[config.mk]
export PLATFORM = sky130hd
export DESIGN_NAME = adam_fab_txn_router
export DESIGN_NICKNAME = d
export VERILOG_FILES = /design/src/rtl/adam_fab_txn_router.sv
export SDC_FILE = /design/constraint.sdc
export NUM_CORES = 1
export LEC_CHECK = 0
export ABC_AREA = 1
export CAP_MARGIN = 40
export CORE_ASPECT_RATIO = 1.1
export CORE_MARGIN = 8
export CORE_UTILIZATION = 40
export DETAILED_ROUTE_END_ITERATION = 10
export GPL_TIMING_DRIVEN = 0
export PLACE_DENSITY = 0.77
export SYNTH_ARGS = -nofsm -noshare
export SYNTH_HDL_FRONTEND = slang
export SYNTH_SLANG_ARGS = --single-unit
[constraint.sdc]
create_clock -name clk -period 2.15 [get_ports clk]
set_input_delay 0.215 -clock clk [delete_from_list [all_inputs] [get_ports clk]]
set_output_delay 0.215 -clock clk [all_outputs]
set_load 0.005 [all_outputs]
[src/rtl/adam_fab_txn_router.sv]
// rtl/adam_fab_txn_router.sv - single-master in-order request/response router
// Requests steer combinationally to the decoded target; responses return from the target of the in-flight burst.
module adam_fab_txn_router #(
  parameter int ADDR_WIDTH = 32,
  parameter int NO_SLVS    = 4,
  parameter int MAX_TRANS  = 7
) (
  input  logic                          clk,
  input  logic                          rst,
  input  logic [NO_SLVS*ADDR_WIDTH-1:0] map_start,
  input  logic [NO_SLVS*ADDR_WIDTH-1:0] map_end,
  input  logic                          mst_req_valid,
  output logic                          mst_req_ready,
  input  logic [ADDR_WIDTH-1:0]         mst_req_addr,
  output logic [NO_SLVS-1:0]            slv_req_valid,
  input  logic [NO_SLVS-1:0]            slv_req_ready,
  input  logic [NO_SLVS-1:0]            slv_rsp_valid,
  output logic [NO_SLVS-1:0]            slv_rsp_ready,
  output logic                          mst_rsp_valid,
  input  logic                          mst_rsp_ready,
  output logic                          mst_rsp_err
);

  localparam int CW = $clog2(NO_SLVS + 1);
  localparam int NW = $clog2(MAX_TRANS + 1);
  localparam logic [CW-1:0] ERR_IDX = CW'(NO_SLVS);
  localparam logic [NW-1:0] CNT_MAX = NW'(MAX_TRANS);

  typedef enum logic [1:0] {IDLE, BUSY, FULL} state_t;

  state_t        state_q, state_d;
  logic [CW-1:0] cur_q, cur_d;
  logic [NW-1:0] cnt_q, cnt_d;
  logic [CW-1:0] tgt;
  logic          pass, accept, rsp_hs;

  // Descending scan so the lowest matching region wins; start >= end never matches.
  always_comb begin
    tgt = ERR_IDX;
    for (int i = NO_SLVS - 1; i >= 0; i--) begin
      if (map_start[i*ADDR_WIDTH +: ADDR_WIDTH] <= mst_req_addr &&
          mst_req_addr < map_end[i*ADDR_WIDTH +: ADDR_WIDTH])
        tgt = CW'(i);
    end
  end

  assign pass = (state_q == IDLE) || (state_q == BUSY && tgt == cur_q);

  always_comb begin
    slv_req_valid = '0;
    mst_req_ready = 1'b0;
    if (!rst && pass) begin
      if (tgt == ERR_IDX) begin
        mst_req_ready = 1'b1;
      end else begin
        for (int i = 0; i < NO_SLVS; i++) begin
          if (tgt == CW'(i)) begin
            slv_req_valid[i] = mst_req_valid;
            mst_req_ready    = slv_req_ready[i];
          end
        end
      end
    end
  end

  // Slave responses are held off entirely while nothing is outstanding.
  always_comb begin
    slv_rsp_ready = '0;
    mst_rsp_valid = 1'b0;
    mst_rsp_err   = 1'b0;
    if (!rst && state_q != IDLE) begin
      if (cur_q == ERR_IDX) begin
        mst_rsp_valid = 1'b1;
        mst_rsp_err   = 1'b1;
      end else begin
        for (int i = 0; i < NO_SLVS; i++) begin
          if (cur_q == CW'(i)) begin
            mst_rsp_valid    = slv_rsp_valid[i];
            slv_rsp_ready[i] = mst_rsp_ready;
          end
        end
      end
    end
  end

  assign accept = mst_req_valid & mst_req_ready;
  assign rsp_hs = mst_rsp_valid & mst_rsp_ready;

  always_comb begin
    cnt_d = cnt_q;
    if (accept && !rsp_hs)
      cnt_d = cnt_q + NW'(1);
    else if (!accept && rsp_hs)
      cnt_d = cnt_q - NW'(1);
    cur_d = accept ? tgt : cur_q;
    if (cnt_d == '0)
      state_d = IDLE;
    else if (cnt_d == CNT_MAX)
      state_d = FULL;
    else
      state_d = BUSY;
  end

  always_ff @(posedge clk or posedge rst) begin
    if (rst) begin
      state_q <= IDLE;
      cnt_q   <= '0;
      cur_q   <= '0;
    end else begin
      state_q <= state_d;
      cnt_q   <= cnt_d;
      cur_q   <= cur_d;
    end
  end

endmodule

# Word level (Yosys, flattened, before mapping)
# Cells that the tools add are included.
[word_totals]
regBits = 8
in_bits = 300
output_inout_bits = 11
word_cells = 78
[classes]
add_sub_neg = 2
order_cmp = 8
n_eq_ne = 11
muxes = 34
bitwise = 2
n_reduce_logical = 18
[op_table]
columns = ["cell", "count"]
rows = [
  ["32-bit less-or-equal comparator", 4],
  ["32-bit less-than comparator", 4],
  ["1-bit two-way mux", 22],
  ["3-bit two-way mux", 6],
  ["4-bit two-way mux", 4],
  ["3-bit by 2-bit == test with 1-bit output (second input constant)", 4],
  ["3-bit == test (second input constant)", 3],
  ["1-bit logical AND", 9],
  ["3-bit logical NOT", 3],
  ["3-bit by 1-bit == test with 1-bit output (second input constant)", 2],
  ["2-bit two-way mux", 2],
  ["3-bit by 1-bit adder with 3-bit output (second input constant)", 1],
  ["3-bit == test", 1],
  ["1-bit logical NOT", 3],
  ["3-bit by 1-bit subtractor with 3-bit output (second input constant)", 1],
  ["1-bit AND", 2],
  ["2-bit by 1-bit == test with 1-bit output (second input constant)", 1],
  ["2-bit logical NOT", 1],
  ["2-bit nonzero test", 1],
  ["1-bit logical OR", 1],
]

# Logic depth before layout (Yosys ltp)
[depth]
depth_word = 21
depth_mapped = 32
depth_no_buf = 32

# Least setup slack after synthesis
# OpenSTA, ideal clock, no wires.
[synth_path]
path_kind = "input -> register"
startpoint = "input mst_req_addr[15]"
endpoint = "register state_q[0]"
setup_ps = 116
arrival_time_ps = 2362
required_ps = 2034
slack_ps = -328
cell_stages = 27
n_path_buf = 0
path_cell_list = "inv_1 -> ha_1 -> nand2_2 -> nor4_4 -> nand2_1 -> nand2_1 -> nand2_1 -> nand2_2 -> nand2_4 -> nand2_4 -> nand2_4 -> inv_4 -> nand2_4 -> nand2_2 -> nand2_2 -> nor2_2 -> nand2_2 -> nand2_2 -> nand4_4 -> nand2_4 -> nand2_1 -> nand2_1 -> nand2_1 -> nand2_2 -> inv_1 -> nand2_1 -> nand2_1"
[synth_via]
elab_chain_len = 21
word_cells_on_any_way = 41
cone_classes = "order compare: 8; eq/ne: 6; mux: 14; bitwise: 1; reduce/logical: 12"
[synth_rtl]
columns = ["item", "line_no", "source"]
rows = [
  ["from (decl)", "14", "input logic [ADDR_WIDTH-1:0] mst_req_addr,"],
  ["32-bit less-or-equal comparator / 32-bit less-than comparator (equally long branches)", "41, 42", ""],
  ["1-bit logical AND", "41", "if (map_start[i*ADDR_WIDTH +: ADDR_WIDTH] <= mst_req_addr &&"],
  ["3-bit two-way mux (3 in series)", "41", ""],
  ["3-bit two-way mux *", "41", ""],
  ["3-bit logical NOT", "57", "if (tgt == CW'(i)) begin"],
  ["1-bit two-way mux (4 in series)", "57", ""],
  ["1-bit two-way mux", "53", "if (tgt == ERR_IDX) begin"],
  ["1-bit two-way mux *", "52", "if (!rst && pass) begin"],
  ["[2 not listed]", "-", ""],
  ["1-bit logical AND", "93", "else if (!accept && rsp_hs)"],
  ["3-bit two-way mux", "93", ""],
  ["3-bit two-way mux *", "91", "if (accept && !rsp_hs)"],
  ["named net cnt_d[2]", "33", "logic [NW-1:0] cnt_q, cnt_d;"],
  ["3-bit == test", "98", "else if (cnt_d == CNT_MAX)"],
  ["2-bit two-way mux", "98", ""],
  ["2-bit two-way mux *", "96", "if (cnt_d == '0)"],
  ["named net state_d[0]", "31", "state_t state_q, state_d;"],
  ["to (signal assigned)", "110", "state_q <= state_d;"],
  ["to (decl)", "31", ""],
]
# The timed path passes the listed nets; every way through them passes the cells marked *.
# A chain may end at the register's enable or synchronous reset.

# Final worst setup path
[layout_path]
startpoint = "input map_end[56]"
endpoint = "register state_q[0]"
[layout_via]
elab_chain_len = 19
word_cells_on_any_way = 29
cone_classes = "order compare: 1; eq/ne: 6; mux: 12; bitwise: 1; reduce/logical: 9"
[layout_rtl]
columns = ["item", "line_no", "source"]
rows = [
  ["from (decl)", "11", "input logic [NO_SLVS*ADDR_WIDTH-1:0] map_end,"],
  ["32-bit less-than comparator *", "42", "mst_req_addr < map_end[i*ADDR_WIDTH +: ADDR_WIDTH])"],
  ["1-bit logical AND *", "41", ""],
  ["3-bit two-way mux * (2 in series)", "41", ""],
  ["3-bit logical NOT", "57", ""],
  ["1-bit two-way mux (4 in series)", "57", ""],
  ["1-bit two-way mux", "53", ""],
  ["1-bit two-way mux *", "52", ""],
  ["1-bit AND *", "86", "assign accept = mst_req_valid & mst_req_ready;"],
  ["1-bit logical NOT", "93", ""],
  ["1-bit logical AND", "93", ""],
  ["3-bit two-way mux", "93", ""],
  ["3-bit two-way mux *", "91", ""],
  ["named net cnt_d[0]", "33", ""],
  ["3-bit == test", "98", ""],
  ["2-bit two-way mux", "98", ""],
  ["2-bit two-way mux *", "96", ""],
  ["named net state_d[0]", "31", ""],
]
# Marked as above.

==> impl_results.md <==
* Worst setup margin at -0.826 ns
* Post-Synth XOR/XNOR Area at 0.00246
* Status: finished, violations left
* Clock Sinks at 8
* Die width at between 100 and 150 µm
* Fin Hold WS at 0.398 ns
* Drt total wl at 35.2 mm
* Final Slew Violations at 0
* DR vias at 9,283
* Post-cts hold buffer count at 0
* Post-Synth Simple-Gate Area at 0.262
* Reg2Reg Capture Point: state_q[0]$_DFF_PP0_
* Setup Total Neg Slack at -9.38 ns
* ANT nets after route at 0
* HPWL after detailed placement at about 24 mm
* H-tree depth at 1
* Drc violations at 0
* Reg2Reg Launch Point: cur_q[2]$_DFFE_PP0P_
* Unrepaired setup endpoints after global routing: yes
* Critical Path Source Type: primary input
* Area Overhead vs Synth at 85.6%
* Layout cells sized above 1 at 0.409
* Clock Path Buffers at 2
* Most frequent cells after synthesis: 254 x ha_1, 249 x nand2_1, 227 x inv_1
* Yosys cell types at 37
* Mapped Area at 7110 µm²
* Per-cell routed wire length at 20.6 µm
* CTS tree: built
* Endpoints failing setup at 13
* Worst path slowest cell: ha_1
* Critical-path cell list: dlygate4sd2_1 -> inv_1 -> ha_1 -> nand4_1 -> nor3_2 -> and3_4 -> a21oi_4 -> nand2_4 -> nand2_4 -> inv_4 -> nand2_4 -> nand2_2 -> nand2_2 -> nor2_4 -> nand2_4 -> a21oi_4 -> buf_4 -> nand4_4 -> nand2_1 -> nand2_1 -> nand2_2 -> nand2_2 -> nand2_1 -> nand2_1
* Reg2Reg Depth at 14
* Synth Register Bits at 8
* Final period util at 1.38
* Sequential element share of the synthesized area at 0.0281
* Count leader, synth: ha_1
* Mux cell area share after synthesis at 0
* Total of max-cap violations at 0
* Final Hold Fails at 0
* Area leader, netlist: ha_1
* Main combinational cell family by area after synthesis: adder cells
* Initial antenna violation count at 23
* Syn_area_per_cell at 6.51 µm²
* Yosys top cell area share at 0.447
* Final core utilization at 0.753
* Worst Setup SP: map_end[56]
* Die H at 156 µm
* Ys Warns at 0
* Design Area, Final at 13,200 µm²
* First-pass GRT wire length at 50.5 mm
* Nature of the critical path endpoint: flip-flop
* Layout fillers at 1,196
* Compound-gate portion of the synthesized area at 0.139
* CP max FO at 5
* Worst skew pair latency at around 0.23 ns
* Top cells by area, synth: ha_1 45%, nand2_1 13%, inv_1 12%
* Pin count of the biggest net entering global routing at 10
* Worst Clk Skew at 0.000227 ns
* Maximum clock rate at 336 MHz
* Synth Instances at 1,092
* Crit Path Category: in2reg
* Critical path's largest stage delay at 0.29 ns
* VDD IR max at between 0.3 and 0.4 mV
* Core Box Area at around 18,000 µm²
* All-Layer GR Usage at 0.287
* Violated checks: negative setup slack
* Reg-to-reg slack, setup at -0.06 ns
* Placed inst area at 10,500 µm²
* Vias per inst at between 5 and 6
* I/O pin cnt at around 310
* EDFF count, synth at 0
* Syn_nets at 1,646
* Worst slew margin at 0.722
* PortBufs at 310
* Synthesized-area fraction occupied by adder cells at 0.447
* Pre-antenna DRT Iters at 5
* Asr flop ratio synth at 1.00
* Dominant synthesized flop cell: dfrtp_1
* Initial Utilization at 0.405
* CP required at 2.27 ns
* Power, Total at about 4.2 mW
* FP Rows at 51
* Die area at ~22,000 µm²
* Vias in the first global route at about 10,000
* Tmin final at 2.98 ns
* Min-Delay Path Class: in2async
* Pleak at 6.40 nW
* NumNets Final at 2,007
* Worst Tran Pin Value at 0.415 ns
* Drt initial violations at 429
* Clock-pin slew on the worst setup and hold paths at ~0.040 ns
* CTS root buffer: clkbuf_16
* Crit path DAT at 3.10 ns
* TritonCTS Buffers at 3
* Cell Pwr Density at 317 nW/µm²
* GRT overflow at 0
* GP Congestion at 0.898
worst max-delay path, delay by kind of cell:
family | cells | cell delay [ns]
and+or+nand+nor | 17 | 1.80
buffers and inverters | 4 | 0.51
adders and majority gates | 1 | 0.29
AOI/OAI and AO/OA | 2 | 0.28
report_power, final:
group	switching, mW	total (mW)	internal, mW
Combinational	1.90	3.57	1.67
Clock	0.0749	0.315	0.240
Sequential	0.0887	0.308	0.220
Total	2.07	4.19	2.13
registers in the layout (all words and copies together), names as in the netlist:
name     count
cur_q        3
cnt_q        3
state_q      2
per-stage QoR:
stage,setup WS (ns),cells
after floorplan,-0.316,1092
after global placement,-1.92,1640
after detailed placement,-1.93,1640
after CTS,-0.732,1684
after global routing,-1.00,1706
final,-0.826,1713
layer usage:
layer | up-vias | wire length [µm] | global-route usage
li1 | 4371 | - | -
met1 | 4221 | 11700 | 0.271
met2 | 503 | 17600 | 0.534
met3 | 176 | 3370 | 0.0774
met4 | 12 | 2460 | 0.185
met5 | - | 76 | 0
logic make-up (layout without fill, tap and decap cells):
family / Yosys count / after routing
DFF: 8 / 8
other: 0 / 24
adders and majority gates: 254 / 254
xor gates and xnor gates: 2 / 2
buffers and inverters: 230 / 589
and+or+nand+nor: 416 / 416
AOI/OAI and AO/OA: 182 / 182
worst max path at each step:
stage / endpoint / slack, ns / cells after the start
final: state_q[0]$_DFF_PP0_ / -0.83 / 24
after global routing: state_q[0]$_DFF_PP0_ / -1.00 / 26
after CTS: slv_req_valid[2] / -0.73 / 20
after detailed placement: slv_req_valid[3] / -1.93 / 21
after global placement: slv_req_valid[3] / -1.92 / 21
after floorplan: state_q[0]$_DFF_PP0_ / -0.32 / 27
repair_timing:
action,in CTS,in global routing
cloned,0,0
setup endpoints to repair,13,17
resized for setup,1040,96
pin swaps,513,85
buffers inserted,41,5
area by class of cell:
class                      instances  area (µm²)  share of cell area
clock buffer                       3        75.1             0.00568
antenna                           24        60.1             0.00455
tap                              238         298              0.0225
inverter                         230         937              0.0710
sequential                         8         203              0.0153
multi-input combinational        854        8410               0.637
timing repair buffer             356        3230               0.244
cells in the final DEF (no fill, tap or decap), drive strengths merged:
master,synthesis,layout
nand2,270,270
ha,254,254
inv,230,229
dlygate4sd2,0,195
a21oi,125,125
buf,0,96
nor2,72,72
clkdlybuf4s15,0,35
o21ai,33,33
nand3,25,25
diode,0,24
nand4,22,22
clkdlybuf4s50,0,19
o21a,14,14
nor3,13,13
clkbuf,0,13
dfrtp,8,8
nor4,8,8
o21bai,4,4
nor3b,2,2
a21o,2,2
xor2,2,2
a31oi,1,1
and3,1,1
a211oi,1,1
nand3b,1,1
a21boi,1,1
and2,1,1
and3b,1,1
o211ai,1,1
clkinvlp,0,1
dlymetal6s2s,0,1
Power figures use the tool's default switching activity.
